[config.mk]
export PLATFORM = sky130hd
export DESIGN_NAME = sdram_arbit
export DESIGN_NICKNAME = d
export VERILOG_FILES = /design/src/rtl/sdram_arbit.sv
export SDC_FILE = /design/constraint.sdc
export NUM_CORES = 1
export LEC_CHECK = 0
export BUFFER_PORTS_ARGS = -buffer_cell sky130_fd_sc_hd__buf_2
export CORE_ASPECT_RATIO = 2
export CORE_MARGIN = 1.5
export CORE_UTILIZATION = 29
export CTS_BUF_LIST = sky130_fd_sc_hd__clkbuf_4 sky130_fd_sc_hd__clkbuf_8
export CTS_CLUSTER_SIZE = 20
export DETAILED_ROUTE_END_ITERATION = 16
export PLACE_DENSITY = 0.78
export REMOVE_ABC_BUFFERS = 1
export SETUP_SLACK_MARGIN = 0.4
export SLEW_MARGIN = 20
export SYNTH_ARGS = -nofsm -noshare
export SYNTH_HDL_FRONTEND = slang
export SYNTH_SLANG_ARGS = --single-unit
[constraint.sdc]
create_clock -name sys_clk -period 1.41 [get_ports sys_clk]
set_clock_uncertainty 0.15 [all_clocks]
set_input_delay 0 -clock sys_clk [delete_from_list [all_inputs] [get_ports sys_clk]]
set_output_delay 0 -clock sys_clk [all_outputs]
set_load 0.005 [all_outputs]
[src/rtl/sdram_arbit.sv]
// SDRAM command bus arbiter: grants init / auto-refresh / write / read access and muxes the granted bus onto the pins.
// Optional build macro SDRAM_ARBIT_RR_EN: round-robin between write and read when both request (default: fixed aref > write > read).
module sdram_arbit #(
  parameter int unsigned ADDR_W = 13,
  parameter int unsigned BA_W   = 2,
  parameter int unsigned DATA_W = 16
) (
  input  logic              sys_clk,
  input  logic              sys_rst_n,
  input  logic [3:0]        init_cmd,
  input  logic [BA_W-1:0]   init_ba,
  input  logic [ADDR_W-1:0] init_addr,
  input  logic              init_end,
  input  logic              aref_req,
  input  logic [3:0]        aref_cmd,
  input  logic [BA_W-1:0]   aref_ba,
  input  logic [ADDR_W-1:0] aref_addr,
  input  logic              aref_end,
  output logic              aref_en,
  input  logic              wr_req,
  input  logic [3:0]        wr_cmd,
  input  logic [BA_W-1:0]   wr_ba,
  input  logic [ADDR_W-1:0] wr_addr,
  input  logic [DATA_W-1:0] wr_data,
  input  logic              wr_sdram_en,
  input  logic              wr_end,
  output logic              wr_en,
  input  logic              rd_req,
  input  logic [3:0]        rd_cmd,
  input  logic [BA_W-1:0]   rd_ba,
  input  logic [ADDR_W-1:0] rd_addr,
  input  logic              rd_end,
  output logic              rd_en,
  output logic              sdram_cke,
  output logic              sdram_cs_n,
  output logic              sdram_ras_n,
  output logic              sdram_cas_n,
  output logic              sdram_we_n,
  output logic [BA_W-1:0]   sdram_ba,
  output logic [ADDR_W-1:0] sdram_addr,
  output logic [DATA_W-1:0] sdram_dq_out,
  output logic              sdram_dq_oe
);

  typedef enum logic [2:0] {
    IDLE  = 3'd0,
    ARBIT = 3'd1,
    AREF  = 3'd2,
    WRITE = 3'd3,
    READ  = 3'd4
  } state_t;

  localparam logic [3:0] CMD_NOP = 4'b0111;

  state_t state, state_nxt;
  logic              both_pick_rd;
  logic [3:0]        cmd_sel;
  logic [BA_W-1:0]   ba_sel;
  logic [ADDR_W-1:0] addr_sel;

  // State register
  always_ff @(posedge sys_clk or negedge sys_rst_n) begin
    if (!sys_rst_n) state <= IDLE;
    else            state <= state_nxt;
  end

`ifdef SDRAM_ARBIT_RR_EN
  // 1 = write was granted last, 0 = read was granted last
  logic last_grant;

  always_ff @(posedge sys_clk or negedge sys_rst_n) begin
    if (!sys_rst_n) begin
      last_grant <= 1'b0;
    end else if (state == ARBIT) begin
      if (state_nxt == WRITE)     last_grant <= 1'b1;
      else if (state_nxt == READ) last_grant <= 1'b0;
    end
  end

  assign both_pick_rd = last_grant;
`else
  assign both_pick_rd = 1'b0;
`endif

  // Next-state logic; refresh always wins, bursts run to their end pulse
  always_comb begin
    state_nxt = state;
    case (state)
      IDLE:  if (init_end) state_nxt = ARBIT;
      ARBIT: begin
        if (aref_req)                          state_nxt = AREF;
        else if (wr_req && rd_req)             state_nxt = both_pick_rd ? READ : WRITE;
        else if (wr_req)                       state_nxt = WRITE;
        else if (rd_req)                       state_nxt = READ;
      end
      AREF:  if (aref_end) state_nxt = ARBIT;
      WRITE: if (wr_end)   state_nxt = ARBIT;
      READ:  if (rd_end)   state_nxt = ARBIT;
      default:             state_nxt = IDLE;
    endcase
  end

  // Bus select decoded from the state register
  always_comb begin
    cmd_sel  = CMD_NOP;
    ba_sel   = '0;
    addr_sel = '0;
    case (state)
      IDLE:  begin cmd_sel = init_cmd; ba_sel = init_ba; addr_sel = init_addr; end
      AREF:  begin cmd_sel = aref_cmd; ba_sel = aref_ba; addr_sel = aref_addr; end
      WRITE: begin cmd_sel = wr_cmd;   ba_sel = wr_ba;   addr_sel = wr_addr;   end
      READ:  begin cmd_sel = rd_cmd;   ba_sel = rd_ba;   addr_sel = rd_addr;   end
      default: ;
    endcase
  end

  assign aref_en = (state == AREF);
  assign wr_en   = (state == WRITE);
  assign rd_en   = (state == READ);

  // Reset forces the pins to NOP immediately, even though IDLE normally passes the init bus
  assign sdram_cke = sys_rst_n;
  assign {sdram_cs_n, sdram_ras_n, sdram_cas_n, sdram_we_n} = sys_rst_n ? cmd_sel : CMD_NOP;
  assign sdram_ba     = sys_rst_n ? ba_sel   : '0;
  assign sdram_addr   = sys_rst_n ? addr_sel : '0;
  assign sdram_dq_out = sys_rst_n ? wr_data  : '0;
  assign sdram_dq_oe  = (state == WRITE) && wr_sdram_en;

endmodule

# == After elaboration in Yosys (flattened, before gate mapping) ==
# Cells that the tools add are included.
# word_totals
reg_bits,3
# classes
eq_ne,9
n_reduce_logical,4
muxes,16
# ops
operator,count
$pmux 13 s4,1
$mux 3,8
$mux 16,1
$pmux 4 s4,1
$pmux 3 s5,1
$mux 13,1
$ne 2x2->1 const B,4
$pmux 2 s4,1
$eq 3x2->1 const B,2
$ne 5x5->1 const B,1
$reduce_and 5->1,1
$mux 4,1
$eq 3x1->1 const B,1
$eq 3x3->1 const B,1
$logic_not 3->1,1
$logic_and 1x1->1,2
$mux 2,1

# == Logic depth before layout (Yosys ltp) ==
# depth
depth_word,5
mapped_depth,6
ltp_nobuf,4

# == Least setup slack after synthesis ==
# OpenSTA, ideal clock, no wires.
# synth_path
path_kind,register to output
start,register state[0]
end,output sdram_addr[10]
required_ns,1.260
stages_incl_launch_ff,7
n_path_buf,2
path_slack_ns,-0.010
arrival_ns,1.270
cell_sequence,dfrtp_1 buf_6 or3b_4 inv_6 buf_12 a32oi_1 a21oi_2
# synth_via
elab_chain_len,3
word_cells_on_any_way,6
classes_between,eq/ne (3); mux (2); reduce/logical (1)
# synth_lines
element,line,source
from (decl),55,"state_t state, state_nxt;"
from (signal assigned),64,else state <= state_nxt;
$eq 3x3->1,--,
via rd_en,33,"output logic rd_en,"
$pmux 13 s4,108,case (state)
$mux 13,125,assign sdram_addr = sys_rst_n ? addr_sel : '0;
to (decl),40,"output logic [ADDR_W-1:0] sdram_addr,"
# The timed path passes the listed nets, and every way through them passes these cells.

# == Worst setup path after layout ==
# layout_path
start,register state[0]
end,output sdram_addr[0]
# layout_via
elab_chain_len,3
word_cells_on_any_way,6
classes_between,eq/ne (3); mux (2); reduce/logical (1)
# layout_lines
element,line
"$eq 3x3->1, or another cell as far along",108
$pmux 13 s4 *,108
$mux 13 *,125
# Mark *: on every way between the ends. The rest lies on a longest branch, timed or not.

==> impl_metrics.csv <==
group,metric,value,unit
run_status,outcome,"finished with violations",
run_status,violations,"setup timing",
detailed_routing,wire_per_inst,13.7,um
worst_setup_path,slowest_stage,"or3b_4",
layout,nNetsFinal,389,
placed_design,hpwl,3460,um
detailed_routing,routed_via_density,5.07,
sta,maxSlewHeadroom,85.2,%
worst_setup_path,critPathTopFamily,"simple AND/OR/NAND/NOR gates",
logic_synthesis,synth_cells,139,
placed_design,portBuffers,141,
detailed_routing,drc,0,
worst_setup_path,crit_type,"reg2out",
layout,largest_register_ffs,3,
logic_synthesis,synth_area_leaders,"mux2_2 (17%), a32oi_1 (14%), and2_1 (10%)",
floorplan,die_width,45.2,um
logic_synthesis,syn-cell-area,1030,um2
layout,regMostFlops,"state",
floorplan,io_pins,142,
layout,biggestRegsByFlops,"state: 3 flops",
worst_setup_path,cp.required,1260,ps
clock_tree,htree_num_levels,1,
floorplan,dieArea,3940,um2
logic_synthesis,ys_ff_latch,3,
worst_setup_path,crit_fanout,17,
sta,layout_setup_ws,-256,ps
clock_tree,path_clk_slew,30,ps
logic_synthesis,synthTopCellsByCount,"nand2_1 (18), a32oi_1 (17), and2_1 (17)",
clock_tree,insertion_delay,210,ps
global_route,overflow,0,
detailed_routing,wl,4350,um
sta,worst_pin_slew,222,ps
placed_design,place_worst_setup_slack,-144,ps
floorplan,core-area,3380,um2
worst_setup_path,max_stage_delay,450,ps
sta,rsz0062_at_grt,"true",
layout,drive_gt1_share,68.5,%
logic_synthesis,ys_seq_area_share,7.28,%
placed_design,place_congestion,0.764,
global_route,grt_max_degree,21,
global_route,antenna_found_initial,0,
logic_synthesis,synth_cell_types,29,
clock_tree,cts_tree,"done",
clock_tree,cts_sinks,3,
hold_path,hold_class,"in2async",
logic_synthesis,ys_warn_count,0,
floorplan,placementRows,30,
logic_synthesis,synth_edf_count,0,
power_and_ir_drop,peakVddDrop,1.06,mV
power_and_ir_drop,leakage,1.03,nW
sta,finalSetupViolCount,23,
logic_synthesis,yosysTopAreaCell,"mux2_2",
sta,final-hold-violation-count,0,
floorplan,start_util,30.5,%
worst_setup_path,cp-start-kind,"flop",
global_route,grt_first_pass_wirelength,6200,um
logic_synthesis,yosys.area.top_type_share,17.5,%
run,maxCapViolations,0,
global_route,groute.usage.overall,20.4,%
worst_setup_path,arrival,1520,ps
detailed_routing,drtIter0Drc,14,
detailed_routing,drtPass1Iterations,4,
global_route,grt_pass1_vias,1466,
floorplan,dieHeight,87.3,um
sta,period_needed,1670,ps
power_and_ir_drop,power_density,1330,nW/um2
logic_synthesis,synth_flop_cell,"dfrtp_1",
layout,syn2layout_area_growth,87.6,%
logic_synthesis,syn_avg_cell_area,7.42,um2
worst_setup_path,crit_chain,"or3b_4, clkinv_8, a32oi_1, a21oi_1, buf_2",
layout,antennaDiodeCount,0,
sta,post-route-period-util,118,%
detailed_routing,vias,1612,
clock_tree,cts_root_buffer,"clkbuf_8",
clock_tree,ctsLongestPathBuffers,2,
clock_tree,cts_buffers,3,
logic_synthesis,async_reset_ff_share,100,%
sta,final_max_slew_viol_count,0,
detailed_routing,antenna_left,0,
logic_synthesis,yosysMostFrequentCell,"nand2_1",
worst_setup_path,end_kind,"primary output",
sta,max_clock_freq,600,MHz
worst_setup_path,crit_buf_inv,2,
sta,whs,15.7,ps
[path summary, 6_finish.rpt]
check | slack [ps] | start | depth (start not counted) | to
max | -260 | state[0]$_DFFE_PN0P_ | 5 | sdram_addr[0]
min | 20 | sys_rst_n | 2 | state[2]$_DFFE_PN0P_
max reg2reg | -20 | state[0]$_DFFE_PN0P_ | 4 | state[1]$_DFFE_PN0P_
min reg2reg | 480 | state[2]$_DFFE_PN0P_ | 2 | state[1]$_DFFE_PN0P_
max in group asynchronous | 950 | sys_rst_n | 2 | state[1]$_DFFE_PN0P_
min in group sys_clk | 30 | aref_req | 4 | state[2]$_DFFE_PN0P_
[timing repair]
item                       4_1_cts  5_1_grt
setup buffers                    1        1
setup endpoints to repair       26       26
resized for setup                5       10
hold endpoints to repair         4        0
cloned                           0        1
pin swaps                        1        0
hold buffers                     2        0
[routing by layer]
layer	routed length (um)	GRT usage (%)	vias to the layer above
met5	0	0	-
met4	28	6.15	0
met3	310	1.24	2
met2	2430	39.6	79
met1	1580	21.8	721
li1	-	-	810
[cell usage in the layout (no fill, tap or decap), types with 7 or more instances in the layout]
cell,n
buf_6,7
mux2_2,16
a21oi_1,9
and2_1,17
nand2_1,18
buf_4,7
a32oi_1,17
buf_2,141
a21oi_2,9
[report_power, final]
part	total [mW]	switching, mW	leakage (nW)	internal, mW
clock	0.264	0.0525	0.0262	0.212
sequential	0.152	0.0322	0.0368	0.119
combinational	2.16	1.03	0.969	1.13
[kinds of logic (layout without fill, tap and decap cells)]
logic type             after synthesis  after routing  synth area share, %
DFF                                  3              3                 7.28
AOI/OAI and AO/OA                   48             48                 36.2
muxes                               19             19                 20.4
buffers and inverters               19            166                 11.0
and+or+nand+nor                     50             50                 25.1
[per-stage QoR]
stage	total power, mW	cells	util (%)	TNS [ps]	cell area, um2
finish	2.58	318	57.3	-4510	1930
global route	2.79	318	57.3	-5980	1930
CTS	2.44	316	55.7	-4830	1880
detailed placement	2.05	309	52.5	-1850	1770
global placement	2.03	309	52.5	-1200	1770
floorplan	1.27	124	-	-8940	937
[layout make-up]
| type | count | area [um2] |
|---|---|---|
| well taps | 32 | 40.0 |
| clock buffers | 4 | 48.8 |
| fillers | 337 | 1440 |
| repair buffers | 158 | 877 |
| multi-input cells | 117 | 862 |
| inverters | 4 | 31.3 |
| flip-flops and latches | 3 | 75.1 |
No activity file was read; power rests on OpenSTA's default activity.
